**src/rtl/calculator_seq_pkg.sv**
```systemverilog
// Shared constants for the sequential calculator: function codes, FSM state
// encoding and a ceiling-log2 helper used to size shift and counter fields.
package calculator_seq_pkg;

   // Function codes presented on func and latched into fn at start.
   localparam logic [2:0] FN_ADD = 3'd0;
   localparam logic [2:0] FN_SUB = 3'd1;
   localparam logic [2:0] FN_AND = 3'd2;
   localparam logic [2:0] FN_OR  = 3'd3;
   localparam logic [2:0] FN_XOR = 3'd4;
   localparam logic [2:0] FN_SHL = 3'd5;
   localparam logic [2:0] FN_MUL = 3'd6;
   localparam logic [2:0] FN_DIV = 3'd7;

   // FSM state encoding.
   localparam logic [1:0] ST_IDLE = 2'd0;
   localparam logic [1:0] ST_ALU  = 2'd1;
   localparam logic [1:0] ST_ITER = 2'd2;
   localparam logic [1:0] ST_DONE = 2'd3;

   // Smallest r such that 2**r >= value.
   function automatic int clog2(input int value);
      int r;
      r = 0;
      while ((1 << r) < value) begin
         r = r + 1;
      end
      return r;
   endfunction

endpackage

```
**src/rtl/calculator_seq_if.sv**
```systemverilog
// Operand/result bundle between the requester (board or bench) and the
// calculator core. The raw button travels with the operands it launches.
interface calculator_seq_if #(
   parameter int WIDTH = 8
);
   logic                 button;
   logic [2:0]           func;
   logic [WIDTH-1:0]     num1;
   logic [WIDTH-1:0]     num2;
   logic [2*WIDTH-1:0]   cal_result;
   logic                 busy;
   logic                 done;
   logic                 err;

   modport master (
      output button, func, num1, num2,
      input  cal_result, busy, done, err
   );

   modport slave (
      input  button, func, num1, num2,
      output cal_result, busy, done, err
   );
endinterface

```
**src/rtl/calculator_seq_btn_edge.sv**
```systemverilog
// Push-button front end: synchronises the asynchronous button into clk_g and
// emits a one-cycle start pulse on each synchronised rising edge. A held
// button therefore yields exactly one pulse.
module btn_edge #(
   parameter int SYNC_STG = 2
) (
   input  logic clk_g,
   input  logic rst,
   input  logic button,
   output logic start
);
   logic [SYNC_STG-1:0] sync_r;
   logic                prev_r;
   logic                start_r;

   // Synchroniser chain, previous-level flop and registered edge pulse.
   always_ff @(posedge clk_g) begin
      if (rst) begin
         sync_r  <= '0;
         prev_r  <= 1'b0;
         start_r <= 1'b0;
      end else begin
         sync_r  <= {sync_r[SYNC_STG-2:0], button};
         prev_r  <= sync_r[SYNC_STG-1];
         start_r <= sync_r[SYNC_STG-1] & ~prev_r;
      end
   end

   assign start = start_r;
endmodule

```
**src/rtl/calculator_seq.sv**
```systemverilog
// Multi-cycle calculator core. Single-cycle ALU ops run through the ALU state;
// multiply (shift-add) and divide (restoring) iterate WIDTH cycles in ITER
// sharing one 2*WIDTH accumulator. Divide by zero short-cuts through ALU.
module calculator_seq
   import calculator_seq_pkg::*;
#(
   parameter int WIDTH    = 8,
   parameter int SYNC_STG = 2
) (
   input  logic            clk_g,
   input  logic            rst,
   calculator_seq_if.slave bus
);
   localparam int RES_W = 2 * WIDTH;
   localparam int SH_W  = clog2(WIDTH) + 1;
   localparam int CNT_W = (clog2(WIDTH) < 1) ? 1 : clog2(WIDTH);

   logic [1:0]       state_r;
   logic [WIDTH-1:0] opa_r;
   logic [WIDTH-1:0] opb_r;
   logic [2:0]       fn_r;
   logic [RES_W-1:0] acc_r;
   logic [RES_W-1:0] cal_result_r;
   logic [CNT_W-1:0] cnt_r;
   logic             err_r;

   logic             start_s;
   logic             iter_go_s;
   logic [RES_W-1:0] alu_res_s;
   logic [RES_W-1:0] iter_next_s;
   logic [WIDTH:0]   sum_s;
   logic [WIDTH:0]   diff_s;
   logic [WIDTH:0]   psum_s;
   logic [WIDTH:0]   rem_sh_s;
   logic [WIDTH:0]   trial_s;
   logic [SH_W-1:0]  sh_s;

   btn_edge #(
      .SYNC_STG (SYNC_STG)
   ) u_btn (
      .clk_g  (clk_g),
      .rst    (rst),
      .button (bus.button),
      .start  (start_s)
   );

   // Multiply and non-zero divide need the iterative path; all else is one ALU cycle.
   assign iter_go_s = (bus.func == FN_MUL) || ((bus.func == FN_DIV) && (bus.num2 != '0));

   // Single-cycle ALU result from the latched operands. SUB keeps the borrow
   // as a sign bit so the true signed difference is sign-extended.
   always_comb begin
      sum_s     = {1'b0, opa_r} + {1'b0, opb_r};
      diff_s    = {1'b0, opa_r} - {1'b0, opb_r};
      sh_s      = opb_r[SH_W-1:0];
      alu_res_s = '0;
      case (fn_r)
         FN_ADD:  alu_res_s = {{(WIDTH-1){1'b0}}, sum_s};
         FN_SUB:  alu_res_s = {{(WIDTH-1){diff_s[WIDTH]}}, diff_s};
         FN_AND:  alu_res_s = {{WIDTH{1'b0}}, opa_r & opb_r};
         FN_OR:   alu_res_s = {{WIDTH{1'b0}}, opa_r | opb_r};
         FN_XOR:  alu_res_s = {{WIDTH{1'b0}}, opa_r ^ opb_r};
         FN_SHL:  alu_res_s = {{WIDTH{1'b0}}, opa_r} << sh_s;
         FN_DIV:  alu_res_s = '1;
         default: alu_res_s = '0;
      endcase
   end

   // One iteration step. MUL: acc = {partial product, remaining multiplier bits},
   // add A to the upper half when the LSB is set, then shift right.
   // DIV: acc = {remainder, dividend/quotient}, shift left and try to subtract B.
   always_comb begin
      psum_s   = {1'b0, acc_r[RES_W-1:WIDTH]} + (acc_r[0] ? {1'b0, opa_r} : {(WIDTH+1){1'b0}});
      rem_sh_s = {acc_r[RES_W-1:WIDTH], acc_r[WIDTH-1]};
      trial_s  = rem_sh_s - {1'b0, opb_r};
      if (fn_r == FN_MUL) begin
         iter_next_s = {psum_s, acc_r[WIDTH-1:1]};
      end else if (!trial_s[WIDTH]) begin
         iter_next_s = {trial_s[WIDTH-1:0], acc_r[WIDTH-2:0], 1'b1};
      end else begin
         iter_next_s = {rem_sh_s[WIDTH-1:0], acc_r[WIDTH-2:0], 1'b0};
      end
   end

   // Control FSM plus operand, accumulator, counter, result and error registers.
   always_ff @(posedge clk_g) begin
      if (rst) begin
         state_r      <= ST_IDLE;
         opa_r        <= '0;
         opb_r        <= '0;
         fn_r         <= FN_ADD;
         acc_r        <= '0;
         cnt_r        <= '0;
         cal_result_r <= '0;
         err_r        <= 1'b0;
      end else begin
         case (state_r)
            ST_IDLE: begin
               if (start_s) begin
                  opa_r <= bus.num1;
                  opb_r <= bus.num2;
                  fn_r  <= bus.func;
                  err_r <= 1'b0;
                  if (iter_go_s) begin
                     state_r <= ST_ITER;
                     cnt_r   <= CNT_W'(WIDTH - 1);
                     acc_r   <= (bus.func == FN_MUL) ? {{WIDTH{1'b0}}, bus.num2}
                                                     : {{WIDTH{1'b0}}, bus.num1};
                  end else begin
                     state_r <= ST_ALU;
                  end
               end
            end
            ST_ALU: begin
               cal_result_r <= alu_res_s;
               err_r        <= (fn_r == FN_DIV);
               state_r      <= ST_DONE;
            end
            ST_ITER: begin
               acc_r <= iter_next_s;
               cnt_r <= cnt_r - CNT_W'(1);
               if (cnt_r == '0) begin
                  cal_result_r <= iter_next_s;
                  state_r      <= ST_DONE;
               end
            end
            ST_DONE: begin
               state_r <= ST_IDLE;
            end
            default: begin
               state_r <= ST_IDLE;
            end
         endcase
      end
   end

   assign bus.cal_result = cal_result_r;
   assign bus.busy       = (state_r == ST_ALU) || (state_r == ST_ITER);
   assign bus.done       = (state_r == ST_DONE);
   assign bus.err        = err_r;
endmodule

```
**src/flat_wrapper.sv**
```systemverilog
// flat-port wrapper written by rule: the top's interface ports become plain ports
module calculator_seq_flat import calculator_seq_pkg::*;
#(
   parameter int WIDTH    = 8,
   parameter int SYNC_STG = 2
)
  (clk_g, rst, bus_button, bus_func, bus_num1, bus_num2, bus_cal_result, bus_busy, bus_done, bus_err);
  calculator_seq_if #(.WIDTH(WIDTH)) bus_i ();
  input  logic clk_g;
  input  logic rst;
  input wire logic [$bits(bus_i.button)-1:0] bus_button;
  input wire logic [$bits(bus_i.func)-1:0] bus_func;
  input wire logic [$bits(bus_i.num1)-1:0] bus_num1;
  input wire logic [$bits(bus_i.num2)-1:0] bus_num2;
  output wire logic [$bits(bus_i.cal_result)-1:0] bus_cal_result;
  output wire logic [$bits(bus_i.busy)-1:0] bus_busy;
  output wire logic [$bits(bus_i.done)-1:0] bus_done;
  output wire logic [$bits(bus_i.err)-1:0] bus_err;
  assign bus_i.button = bus_button;
  assign bus_i.func = bus_func;
  assign bus_i.num1 = bus_num1;
  assign bus_i.num2 = bus_num2;
  assign bus_cal_result = bus_i.cal_result;
  assign bus_busy = bus_i.busy;
  assign bus_done = bus_i.done;
  assign bus_err = bus_i.err;
  calculator_seq #(.WIDTH(WIDTH), .SYNC_STG(SYNC_STG)) u_core (.clk_g(clk_g), .rst(rst), .bus(bus_i));
endmodule
```
**config.mk**
```make
export PLATFORM = sky130hd
export DESIGN_NAME = calculator_seq_flat
export DESIGN_NICKNAME = d
export VERILOG_FILES = /design/src/rtl/calculator_seq_pkg.sv /design/src/rtl/calculator_seq_if.sv /design/src/rtl/calculator_seq_btn_edge.sv /design/src/rtl/calculator_seq.sv /design/src/flat_wrapper.sv
export SDC_FILE = /design/constraint.sdc
export NUM_CORES = 1
export LEC_CHECK = 0
export ABC_AREA = 1
export CORE_ASPECT_RATIO = 1.2
export CORE_UTILIZATION = 45
export CTS_BUF_LIST = sky130_fd_sc_hd__clkbuf_16
export CTS_CLUSTER_SIZE = 14
export DETAILED_ROUTE_END_ITERATION = 16
export DONT_BUFFER_PORTS = 1
export GPL_TIMING_DRIVEN = 0
export PLACE_DENSITY = 0.69
export SYNTH_ARGS = -nofsm -noshare
export SYNTH_HDL_FRONTEND = slang
export SYNTH_SLANG_ARGS = --single-unit
export TNS_END_PERCENT = 50
```
**constraint.sdc**
```tcl
create_clock -name clk_g -period 2.7 [get_ports clk_g]
set_clock_uncertainty 0.2 [all_clocks]
set_input_delay 0.405 -clock clk_g [delete_from_list [all_inputs] [get_ports clk_g]]
set_output_delay 0.405 -clock clk_g [all_outputs]
set_load 0.1 [all_outputs]
```
==> flow_summary.toml <==
[worst_setup_path]
worstPathMaxFanout = 10
worstSetupPathType = "flop to flop"
reg2reg_slack_ns = 0.15
path_cells = "inv_1 > ha_1 > buf_2 > o21ai_0 > a21oi_1 > nand3_4 > nand2_8 > nor2_4 > nor2_1 > nor2_1 > a21oi_1"
cp.required_ns = 2.72
critical_path.top_delay_family = "simple AND/OR/NAND/NOR gates"
r2r_cells = 11
critPathSlowestCell = "dfxtp_1"
cp_num_buf_inv = 2
slowest_delay_ns = 0.48
cp-end-kind = "flop"
arrival_ns = 2.57
cp.depth = 11
start_kind = "flop"

[clock_network]
clk_pin_slew_ns = 0.05
clock_latency_ns = 0.33
cts_buffer_depth = 2
cts_tree = "built"
cts_inserted_buffers = 9
htree_levels = 3
cts_root_buf = "clkbuf_16"
clock-sinks = 61

[min_path]
hold_class = "input port to flop"
hold-path-cell-count = 2

[timing]
period_needed_ns = 2.55
setup_violations = 0
max_freq_mhz = 392
period_share_pct = 94.5
tightestPinTransition_ns = 0.994
whs_ns = 0.0647
final_hold_viol_count = 0
slew_headroom_pct = 33.6
layout_setup_ws_ns = 0.148
slew_viol_final = 0

[grt]
grt_pass1_wl_um = 26400
grt_max_degree = 16
grt_antenna_before_repair = 0
overflow = 0
track_usage_pct = 28.3
grt_pass1_vias = 5253

[logic_synthesis]
ys_types = 36
avgSynthCellArea_um2 = 6.19
synth-seq-cells = 61
ys.flop_type = "dfxtp_1"
syn_nets = 922
syn_area_um2 = 5240
syn_inst = 847
synth_edf_count = 0
async_flop_share_pct = 0
seq_area_frac_synth_pct = 23.3
yosys_warnings = 0

[power]
ir_drop_mv = 0.968
totalPowerFinal_mw = 4.89
powerDensity_nw_per_um2 = 825
p_leak_nw = 2.83

[finish]
final_common_cell = "nand2_1"
nets = 940
syn2layout_area_growth_pct = 13.1
fin_util_pct = 53.0
antenna_cells = 0
layout_common_cells = "nand2_1, inv_1, o21ai_0"
final_layout_size_suffix_gt1_share_pct = 9.54

[floorplanning]
ios = 41
die_w_um = 101
fp.dieH_um = 120
core_area_um2 = 11200
initial_utilization_pct = 46.8
fp-row-count = 42
dieArea_um2 = 12100

[drt]
routedWlPerCell_um = 16.1
drt-initial-drc-count = 375
wl_um = 16500
drtPass1Iterations = 5
antenna_left = 0
drc = 0
vias = 5558
vias_per_cell = 5.43

[place]
port-buffer-count = 0
pre_cts_ws_ns = -0.329
place_congestion = 0.946
hpwl_um = 13200

[status]
outcome = "completed"

[run]
cap_violations = 0
per-stage QoR:
stage                     setup TNS [ns]  instance area, µm²  cells
after floorplan                        0                5240    847
after global placement             -2.52                5440   1001
after global routing             -0.0305                5930   1024
final                                  0                5930   1024
after CTS                              0                5810   1022
after detailed placement           -2.55                5440   1001
sequential cells by signal, summed over array words and instances, names as in the netlist:
signal	cells
u_core.bus.cal_result	16
u_core.cnt_r	3
u_core.u_btn.start	1
u_core.state_r	2
u_core.opa_r	8
u_core.u_btn.sync_r	2
u_core.u_btn.prev_r	1
u_core.acc_r	16
u_core.opb_r	8
u_core.fn_r	3
u_core.bus.err	1
metal layers:
metal | GRT usage (%) | up-vias | share of wire [%]
li1 | - | 2838 | -
met1 | 35.2 | 2452 | 43
met2 | 47.0 | 225 | 46
met3 | 4.68 | 43 | 6.5
met4 | 14.0 | 0 | 4.1
met5 | 0 | - | 0
logic make-up after synthesis:
group                    synth area share, %
AND/OR/NAND/NOR                         31.4
AO/OA/AOI/OAI                           20.2
buffers and inverters                   11.2
flip-flops                              23.3
adder cells (fa/ha/maj)                 13.2
XOR/XNOR                               0.668
cells in the mapped netlist (7+ instances only):
| library cell | n | area (µm²) |
|---|---|---|
| nand4_1 | 16 | 100 |
| inv_1 | 112 | 420 |
| nand3_1 | 79 | 395 |
| o211ai_1 | 7 | 52.6 |
| buf_2 | 13 | 65.1 |
| a21oi_1 | 79 | 395 |
| ha_1 | 49 | 613 |
| clkbuf_1 | 16 | 60.1 |
| a31oi_1 | 9 | 56.3 |
| dfxtp_1 | 61 | 1220 |
| o21ai_0 | 84 | 420 |
| nor2_1 | 65 | 244 |
| nand2_1 | 193 | 724 |
layout make-up:
cell class / instances / area, µm²
fill: 1143 / 5270
multi-input combinational: 635 / 3550
sequential: 61 / 1230
inverter: 119 / 455
clock buffer: 9 / 225
tap: 154 / 193
buffer: 31 / 169
timing repair buffer: 8 / 62.6
clock inverter: 7 / 42.5
power breakdown:
group / switching [mW] / total (mW) / internal [mW]
Combinational: 1.18 / 1.75 / 0.574
Clock: 0.414 / 1.03 / 0.614
Sequential: 1.03 / 2.11 / 1.08
worst reg2reg max path, cell delays in order (launching register included):
cell and delay (ns):
dfxtp_1 0.48, inv_1 0.17, ha_1 0.29, buf_2 0.19, o21ai_0 0.29, a21oi_1 0.16, nand3_4 0.13, nand2_8 0.10
nor2_4 0.16, nor2_1 0.06, nor2_1 0.14, a21oi_1 0.08
worst paths after layout:
check	startpoint	endpoint
max	u_core.opa_r[5]	u_core.bus.cal_result[14]
min	bus_num1[3]	u_core.opa_r[3]
max reg2reg	u_core.opa_r[5]	u_core.bus.cal_result[14]
min reg2reg	u_core.u_btn.prev_r	u_core.u_btn.start
repair_timing:
item                       CTS  global route
hold buffers                 1             0
setup endpoints to repair   17            19
buffers inserted             4             3
resized for setup           24            27
gates cloned                 0             0
hold endpoints to repair     1             0
pin swaps                    1             4
Power figures use the tool's default switching activity.
